<file path="config.mk">
export PLATFORM = sky130hd
export DESIGN_NAME = wb_reg_slave_flat
export DESIGN_NICKNAME = d
export VERILOG_FILES = /design/src/rtl/wb_reg_slave_if.sv /design/src/rtl/wb_reg_slave.sv /design/src/flat_wrapper.sv
export SDC_FILE = /design/constraint.sdc
export NUM_CORES = 1
export LEC_CHECK = 0
export BUFFER_PORTS_ARGS = -buffer_cell sky130_fd_sc_hd__buf_2
export CORE_UTILIZATION = 31
export DETAILED_ROUTE_END_ITERATION = 7
export HOLD_SLACK_MARGIN = 0.1
export PLACE_DENSITY = 0.55
export SYNTH_ARGS = -nofsm -noshare
export SYNTH_HDL_FRONTEND = slang
export SYNTH_SLANG_ARGS = --single-unit
</file>
<file path="constraint.sdc">
create_clock -name clk -period 7.4 [get_ports clk]
set_input_delay 1.48 -clock clk [delete_from_list [all_inputs] [get_ports clk]]
set_output_delay 1.48 -clock clk [all_outputs]
set_load 0.02 [all_outputs]
</file>
<file path="src/rtl/wb_reg_slave_if.sv">
// rtl/wb_reg_slave_if.sv - Wishbone classic bus bundle between initiator and register responder
interface wb_reg_slave_if #(
  parameter int WB_ADDR_WIDTH = 32,
  parameter int WB_DATA_WIDTH = 16
);
  logic                       cyc;
  logic                       stb;
  logic                       we;
  logic [WB_ADDR_WIDTH-1:0]   adr;
  logic [WB_DATA_WIDTH-1:0]   dout;
  logic [WB_DATA_WIDTH/8-1:0] sel;
  logic [WB_DATA_WIDTH-1:0]   din;
  logic                       ack;
  logic                       err;
  logic                       rty;
  logic                       inta;

  modport master (
    output cyc, stb, we, adr, dout, sel,
    input  din, ack, err, rty, inta
  );

  modport slave (
    input  cyc, stb, we, adr, dout, sel,
    output din, ack, err, rty, inta
  );
endinterface

</file>
<file path="src/rtl/wb_reg_slave.sv">
// rtl/wb_reg_slave.sv - Wishbone classic responder: byte-selectable regs + W1C status driving inta
// Define WB_REG_SLAVE_ERR_EN to terminate out-of-range accesses with err instead of ack.
module wb_reg_slave #(
  parameter int WB_ADDR_WIDTH = 32,
  parameter int WB_DATA_WIDTH = 16,
  parameter int NUM_REGS      = 8,
  parameter int WAIT_STATES   = 1
) (
  input  logic             clk,
  input  logic             rst,
  wb_reg_slave_if.slave    wb
);
  localparam int NB    = WB_DATA_WIDTH / 8;
  localparam int IDX_W = $clog2(NUM_REGS);
  localparam int STAT  = NUM_REGS - 1;

  typedef enum logic [1:0] {IDLE, WAIT, TERM} state_t;

  state_t                    state_q, state_d;
  logic [3:0]                cnt_q, cnt_d;
  logic [WB_ADDR_WIDTH-1:0]  adr_q;
  logic                      we_q;
  logic [WB_DATA_WIDTH-1:0]  dat_q;
  logic [NB-1:0]             sel_q;
  logic [WB_DATA_WIDTH-1:0]  regs_q [NUM_REGS-1];
  logic [WB_DATA_WIDTH-1:0]  status_q;
  logic [WB_DATA_WIDTH-1:0]  din_q, din_d;
  logic                      ack_q, ack_d;

  logic                      acc;
  logic                      go_term;
  logic [WB_ADDR_WIDTH-1:0]  x_adr;
  logic                      x_we;
  logic [WB_DATA_WIDTH-1:0]  x_dat;
  logic [NB-1:0]             x_sel;
  logic                      in_range;
  logic [IDX_W-1:0]          idx;
  logic [WB_DATA_WIDTH-1:0]  wmask;
  logic [WB_DATA_WIDTH-1:0]  rd_data;

  assign acc = wb.cyc & wb.stb;

  // With zero wait states the commit happens on the acceptance edge, so use live bus values then.
  assign x_adr    = (state_q == IDLE) ? wb.adr  : adr_q;
  assign x_we     = (state_q == IDLE) ? wb.we   : we_q;
  assign x_dat    = (state_q == IDLE) ? wb.dout : dat_q;
  assign x_sel    = (state_q == IDLE) ? wb.sel  : sel_q;
  assign in_range = x_adr < WB_ADDR_WIDTH'(NUM_REGS);
  assign idx      = x_adr[IDX_W-1:0];

  always_comb begin
    wmask = '0;
    for (int b = 0; b < NB; b++) begin
      wmask[b*8 +: 8] = {8{x_sel[b]}};
    end
  end

  always_comb begin
    rd_data = '0;
    for (int i = 0; i < NUM_REGS - 1; i++) begin
      if (idx == IDX_W'(i)) rd_data = regs_q[i];
    end
    if (idx == IDX_W'(STAT)) rd_data = status_q;
  end

  always_comb begin
    state_d = state_q;
    cnt_d   = cnt_q;
    go_term = 1'b0;
    case (state_q)
      IDLE: begin
        if (acc) begin
          if (WAIT_STATES > 0) begin
            state_d = WAIT;
            cnt_d   = 4'(WAIT_STATES - 1);
          end else begin
            state_d = TERM;
            go_term = 1'b1;
          end
        end
      end
      WAIT: begin
        if (!acc) begin
          state_d = IDLE;
          cnt_d   = '0;
        end else if (cnt_q == '0) begin
          state_d = TERM;
          go_term = 1'b1;
        end else begin
          cnt_d = cnt_q - 4'd1;
        end
      end
      TERM:    state_d = IDLE;
      default: state_d = IDLE;
    endcase
  end

  assign din_d = (go_term && !x_we && in_range) ? rd_data : '0;

`ifdef WB_REG_SLAVE_ERR_EN
  logic err_q, err_d;
  assign ack_d = go_term & in_range;
  assign err_d = go_term & ~in_range;

  always_ff @(posedge clk or posedge rst) begin
    if (rst) err_q <= 1'b0;
    else     err_q <= err_d;
  end

  assign wb.err = err_q;
`else
  assign ack_d  = go_term;
  assign wb.err = 1'b0;
`endif

  always_ff @(posedge clk or posedge rst) begin
    if (rst) begin
      state_q <= IDLE;
      cnt_q   <= '0;
      adr_q   <= '0;
      we_q    <= 1'b0;
      dat_q   <= '0;
      sel_q   <= '0;
      din_q   <= '0;
      ack_q   <= 1'b0;
    end else begin
      state_q <= state_d;
      cnt_q   <= cnt_d;
      din_q   <= din_d;
      ack_q   <= ack_d;
      if (state_q == IDLE && acc) begin
        adr_q <= wb.adr;
        we_q  <= wb.we;
        dat_q <= wb.dout;
        sel_q <= wb.sel;
      end
    end
  end

  // Register file and status share one write port, so a set and a clear never meet in one cycle.
  always_ff @(posedge clk or posedge rst) begin
    if (rst) begin
      for (int i = 0; i < NUM_REGS - 1; i++) regs_q[i] <= '0;
      status_q <= '0;
    end else if (go_term && x_we && in_range) begin
      if (idx == IDX_W'(STAT)) begin
        status_q <= status_q & ~(x_dat & wmask);
      end else begin
        for (int i = 0; i < NUM_REGS - 1; i++) begin
          if (idx == IDX_W'(i)) begin
            regs_q[i]   <= (regs_q[i] & ~wmask) | (x_dat & wmask);
            status_q[i] <= 1'b1;
          end
        end
      end
    end
  end

  assign wb.din  = din_q;
  assign wb.ack  = ack_q;
  assign wb.rty  = 1'b0;
  assign wb.inta = |status_q;
endmodule

</file>
<file path="src/flat_wrapper.sv">
// flat-port wrapper written by rule: the top's interface ports become plain ports
module wb_reg_slave_flat 
#(
  parameter int WB_ADDR_WIDTH = 32,
  parameter int WB_DATA_WIDTH = 16,
  parameter int NUM_REGS      = 8,
  parameter int WAIT_STATES   = 1
)
  (clk, rst, wb_cyc, wb_stb, wb_we, wb_adr, wb_dout, wb_sel, wb_din, wb_ack, wb_err, wb_rty, wb_inta);
  wb_reg_slave_if #(.WB_ADDR_WIDTH(WB_ADDR_WIDTH), .WB_DATA_WIDTH(WB_DATA_WIDTH)) wb_i ();
  input  logic clk;
  input  logic rst;
  input wire logic [$bits(wb_i.cyc)-1:0] wb_cyc;
  input wire logic [$bits(wb_i.stb)-1:0] wb_stb;
  input wire logic [$bits(wb_i.we)-1:0] wb_we;
  input wire logic [$bits(wb_i.adr)-1:0] wb_adr;
  input wire logic [$bits(wb_i.dout)-1:0] wb_dout;
  input wire logic [$bits(wb_i.sel)-1:0] wb_sel;
  output wire logic [$bits(wb_i.din)-1:0] wb_din;
  output wire logic [$bits(wb_i.ack)-1:0] wb_ack;
  output wire logic [$bits(wb_i.err)-1:0] wb_err;
  output wire logic [$bits(wb_i.rty)-1:0] wb_rty;
  output wire logic [$bits(wb_i.inta)-1:0] wb_inta;
  assign wb_i.cyc = wb_cyc;
  assign wb_i.stb = wb_stb;
  assign wb_i.we = wb_we;
  assign wb_i.adr = wb_adr;
  assign wb_i.dout = wb_dout;
  assign wb_i.sel = wb_sel;
  assign wb_din = wb_i.din;
  assign wb_ack = wb_i.ack;
  assign wb_err = wb_i.err;
  assign wb_rty = wb_i.rty;
  assign wb_inta = wb_i.inta;
  wb_reg_slave #(.WB_ADDR_WIDTH(WB_ADDR_WIDTH), .WB_DATA_WIDTH(WB_DATA_WIDTH), .NUM_REGS(NUM_REGS), .WAIT_STATES(WAIT_STATES)) u_core (.clk(clk), .rst(rst), .wb(wb_i));
endmodule
</file>
==> results by stage <==
Floorplanning:
- The core area is around 30000 µm².
- For this design the top-level I/O count stands at 75.
- The die covers ~31000 µm².
- The initialized floorplan defines 63 standard-cell rows.
- The starting density of the core is around a third.
- Measured along the y axis, the die boundary spans about 180 µm.
- The x dimension of the die is approximately 180 µm.

Placement:
- The HPWL reported at the end of detailed placement is between 15000 and 20000 µm.
- In this run the tool buffered the top-level ports with between 70 and 80 buffer cells.
- The final RePlAce weighted congestion is a little under 0.8.
- The cell area after placement is 9960 µm².

Critical path:
- The worst-case reg-to-reg path depth is 5.
- The register-to-register setup slack is between 3000 and 4000 ps.
- For the worst setup path, the data arrival time is between 4000 and 5000 ps.
- The endpoint of the most critical setup path is u_core.status_q[9].
- Along the worst path, the maximum fanout reaches 39.
- The worst reg2reg path startpoint is u_core.state_q[1].
- The first element of the critical path is u_core.state_q[1].
- The critical path launch point type is a flop.
- The critical path in this run is classified as reg2reg.
- The required time reported for the critical path endpoint is between 7000 and 8000 ps.
- The worst setup path is captured at a flop.
- In this run the critical register-to-register path is captured at u_core.status_q[9].

Global routing:
- The number of global-route vias before repair is roughly 6700.
- For met3 alone, demand over resource in global routing was 3.40%.
- The global routing met1 resource utilization is about a quarter.
- The first-pass GRT wire length is roughly 40000 µm.
- For this run the aggregate overflow at the end of global routing stands at 0.
- After global routing, the most crowded layer is met2.
- The initial antenna violation count is 2.
- The global routing usage summed across all routing layers is 16.1%.
- Entering global routing, the biggest net connects roughly 90 pins.
- For this run, global-route usage on met2 was measured as between 20% and 30%.

Logic synthesis:
- The count of state elements after synthesis is between 200 and 250.
- The share of synthesized area in the top cell type comes to a little over half.
- Counting flops with a built-in enable in the synthesized netlist gives 0.
- Ranked by total cell area, the synthesized netlist is headed by sky130_fd_sc_hd__dfrtp_1, sky130_fd_sc_hd__mux2_2, sky130_fd_sc_hd__nand2_1.
- The per-instance average area after synthesis is roughly 11 µm².
- The commonest cells after synthesis are sky130_fd_sc_hd__dfrtp_1, sky130_fd_sc_hd__nand2_1, sky130_fd_sc_hd__o21ai_0.
- In the synthesized netlist, the number of instances is 873.
- The summed instance area of the synthesized netlist is just over 9000 µm².
- After synthesis, flip-flops and latches occupy between 50% and 60% of the total area.
- The proportion of synthesized flip-flops having asynchronous set or reset is between 90% and 100%.
- Yosys instantiated no cell more often than sky130_fd_sc_hd__dfrtp_1.
- The count of unique library cells instantiated by Yosys is between 50 and 60.
- For this run, the number of Yosys warnings is 0.
- Of all cell types, the one taking the most synthesized area is sky130_fd_sc_hd__dfrtp_1.
- For this run, the leading register cell type out of synthesis is sky130_fd_sc_hd__dfrtp_1.

STA:
- The number of hold-slack violations in the final timing report is 0.
- For the finished layout, the period the worst path requires is 4100 ps.
- For the pin with the worst max-slew slack, the measured transition is 1120 ps.
- The final critical path takes up 55.4% of the cycle.
- Headroom to the max-slew limit came out at a little under a quarter.
- Setup violations remaining at the end of the flow were counted as 0.
- Summed over all failing endpoints, the final setup total negative slack is 0 ps.
- Static timing analysis puts the maximum clock frequency at 244 MHz.
- The worst clock skew is a little under 20 ps.
- The number of slew-limit violations in the final report is 0.
- Setup repair after global routing left no endpoint under its margin.

Detailed routing:
- The average detailed-routed wire length per instance is 18.0 µm.
- The DRC violation count after routing is 0.
- Once detail routing completed, the nets flagged for antenna violations numbered 0.
- The wire length reported by the detailed router is ~24000 µm.
- Detailed routing inserted a total of just under 7000 vias.
- The number of iterations in the first detailed-routing pass is 4.
- In the routed layout, each cell is associated on average with a via count of just over 5.
- The iteration-0 DRC count of the detailed router is 407.

Clock network:
- The count of clock tree sinks is ~200.
- The number of gates resized after CTS was 0.
- The CTS tree is built.
- The number of buffers on the longest clock path is 3.
- The H-tree level count is 1.
- The total clock buffers created by CTS is 23.
- The clock latency reported for the late side of the worst-skew pair is about 500 ps.
- The buffer cell driving the clock tree root is sky130_fd_sc_hd__clkbuf_16.
- In this run the post-CTS setup repair buffer count came out at 0.
- The number of hold buffers added after CTS was 0.
- The clock transition at the register clock pins on the worst setup and hold paths after CTS is 60 ps.

Cells and area:
- Of the cells placed in the final design, the portion with a size suffix greater than 1 is between 20% and 30%.
- For this run, the share of the core covered by cells in the final layout is roughly 36%.
- The final-layout fill cell count is 2964.
- The multi-input combinational cells in the finished layout cover a total of roughly 3900 µm².
- The total number of nets in the final design is 986.
- Relative to the synthesized area, the layout overhead comes to 15.5%.
- The cell area after layout is about 11000 µm².
- The register area is 5050 µm².

Power:
- The power density over the cells is roughly 250 nW/µm².
- The leakage power is 4.67 nW.
- Across the VDD grid, the largest voltage drop is 0.218 mV.

Outcome:
- The flow ran to the end, and the final reports show no timing, DRC or antenna violations.

Hold path:
- The worst min-delay path category is reg2reg.

Flow run:
- Across the run, the number of max-cap violations was 0.
-- worst min-delay path by stage --
stage                end  slack (ps)  cells after the start
finish              flop         480                      2
CTS                 flop         480                      2
global route        flop         490                      2
global placement    flop         460                      2
detailed placement  flop         460                      2
floorplan           flop         440                      2
-- routing by layer --
layer	share of wire [%]	wire length (µm)
met5	0.033	8
met4	1.3	315
met3	5.9	1430
met2	44	10600
met1	49	11800
-- final cells by class --
type / instances / area share (%)
antenna: 1 / 0.0233
timing repair buffer: 82 / 4.05
multi-input combinational: 604 / 36.4
tap: 390 / 4.54
sequential: 202 / 47.0
clock buffer: 35 / 6.24
clock inverter: 7 / 1.06
inverter: 16 / 0.629
-- worst max-delay path, cell delays in order, from the launching register on --
cell                       delay [ps]
sky130_fd_sc_hd__dfrtp_1          510
sky130_fd_sc_hd__nor2_4           850
sky130_fd_sc_hd__mux2_2           880
sky130_fd_sc_hd__nand2_1          830
sky130_fd_sc_hd__nand4b_2         620
sky130_fd_sc_hd__o21a_1           290
-- cells in the final DEF (no fill, tap or decap), types with 7 or more instances in the layout --
master,instances
sky130_fd_sc_hd__mux2_2,54
sky130_fd_sc_hd__buf_4,10
sky130_fd_sc_hd__o221ai_1,15
sky130_fd_sc_hd__a21oi_1,53
sky130_fd_sc_hd__a221oi_1,15
sky130_fd_sc_hd__o21a_1,8
sky130_fd_sc_hd__clkbuf_16,23
sky130_fd_sc_hd__o21ai_1,16
sky130_fd_sc_hd__nor4_1,15
sky130_fd_sc_hd__o21ai_2,16
sky130_fd_sc_hd__nor2_1,38
sky130_fd_sc_hd__o211ai_1,16
sky130_fd_sc_hd__nand2_1,155
sky130_fd_sc_hd__o21ai_0,100
sky130_fd_sc_hd__inv_1,15
sky130_fd_sc_hd__buf_2,72
sky130_fd_sc_hd__nand3_1,9
sky130_fd_sc_hd__o2111ai_4,9
sky130_fd_sc_hd__mux2i_1,28
sky130_fd_sc_hd__o31ai_1,8
sky130_fd_sc_hd__dfrtp_1,202
sky130_fd_sc_hd__clkbuf_1,7
-- report_power, final --
group	switching, W	internal (W)	leakage [nW]
combinational	0.000201	0.000108	1.62
sequential	0.0000313	0.00116	2.67
clock	0.000445	0.000728	0.386
total	0.000677	0.00199	4.67
-- per-stage QoR --
stage,cells,hold WS [ps],power [W],worst slack [ps]
2_1_floorplan,874,444,0.00141,409
3_3_place_gp,1294,458,0.00152,3010
3_5_place_dp,1294,464,0.00152,2940
4_1_cts,1336,479,0.00271,3270
5_1_grt,1336,495,0.00278,2990
6_report,1337,476,0.00267,3300
-- cells by family (layout without fill, tap and decap cells) --
logic type,Yosys count,after routing,synth area share (%)
multiplexers,83,83,9.65
adder cells (fa/ha/maj),2,2,0.269
other,1,3,0.0403
buffers and inverters,68,140,4.03
flip-flops,202,202,54.3
AO/OA/AOI/OAI,269,269,19.9
AND/OR/NAND/NOR,248,248,11.8
No activity file was read; power rests on OpenSTA's default activity.
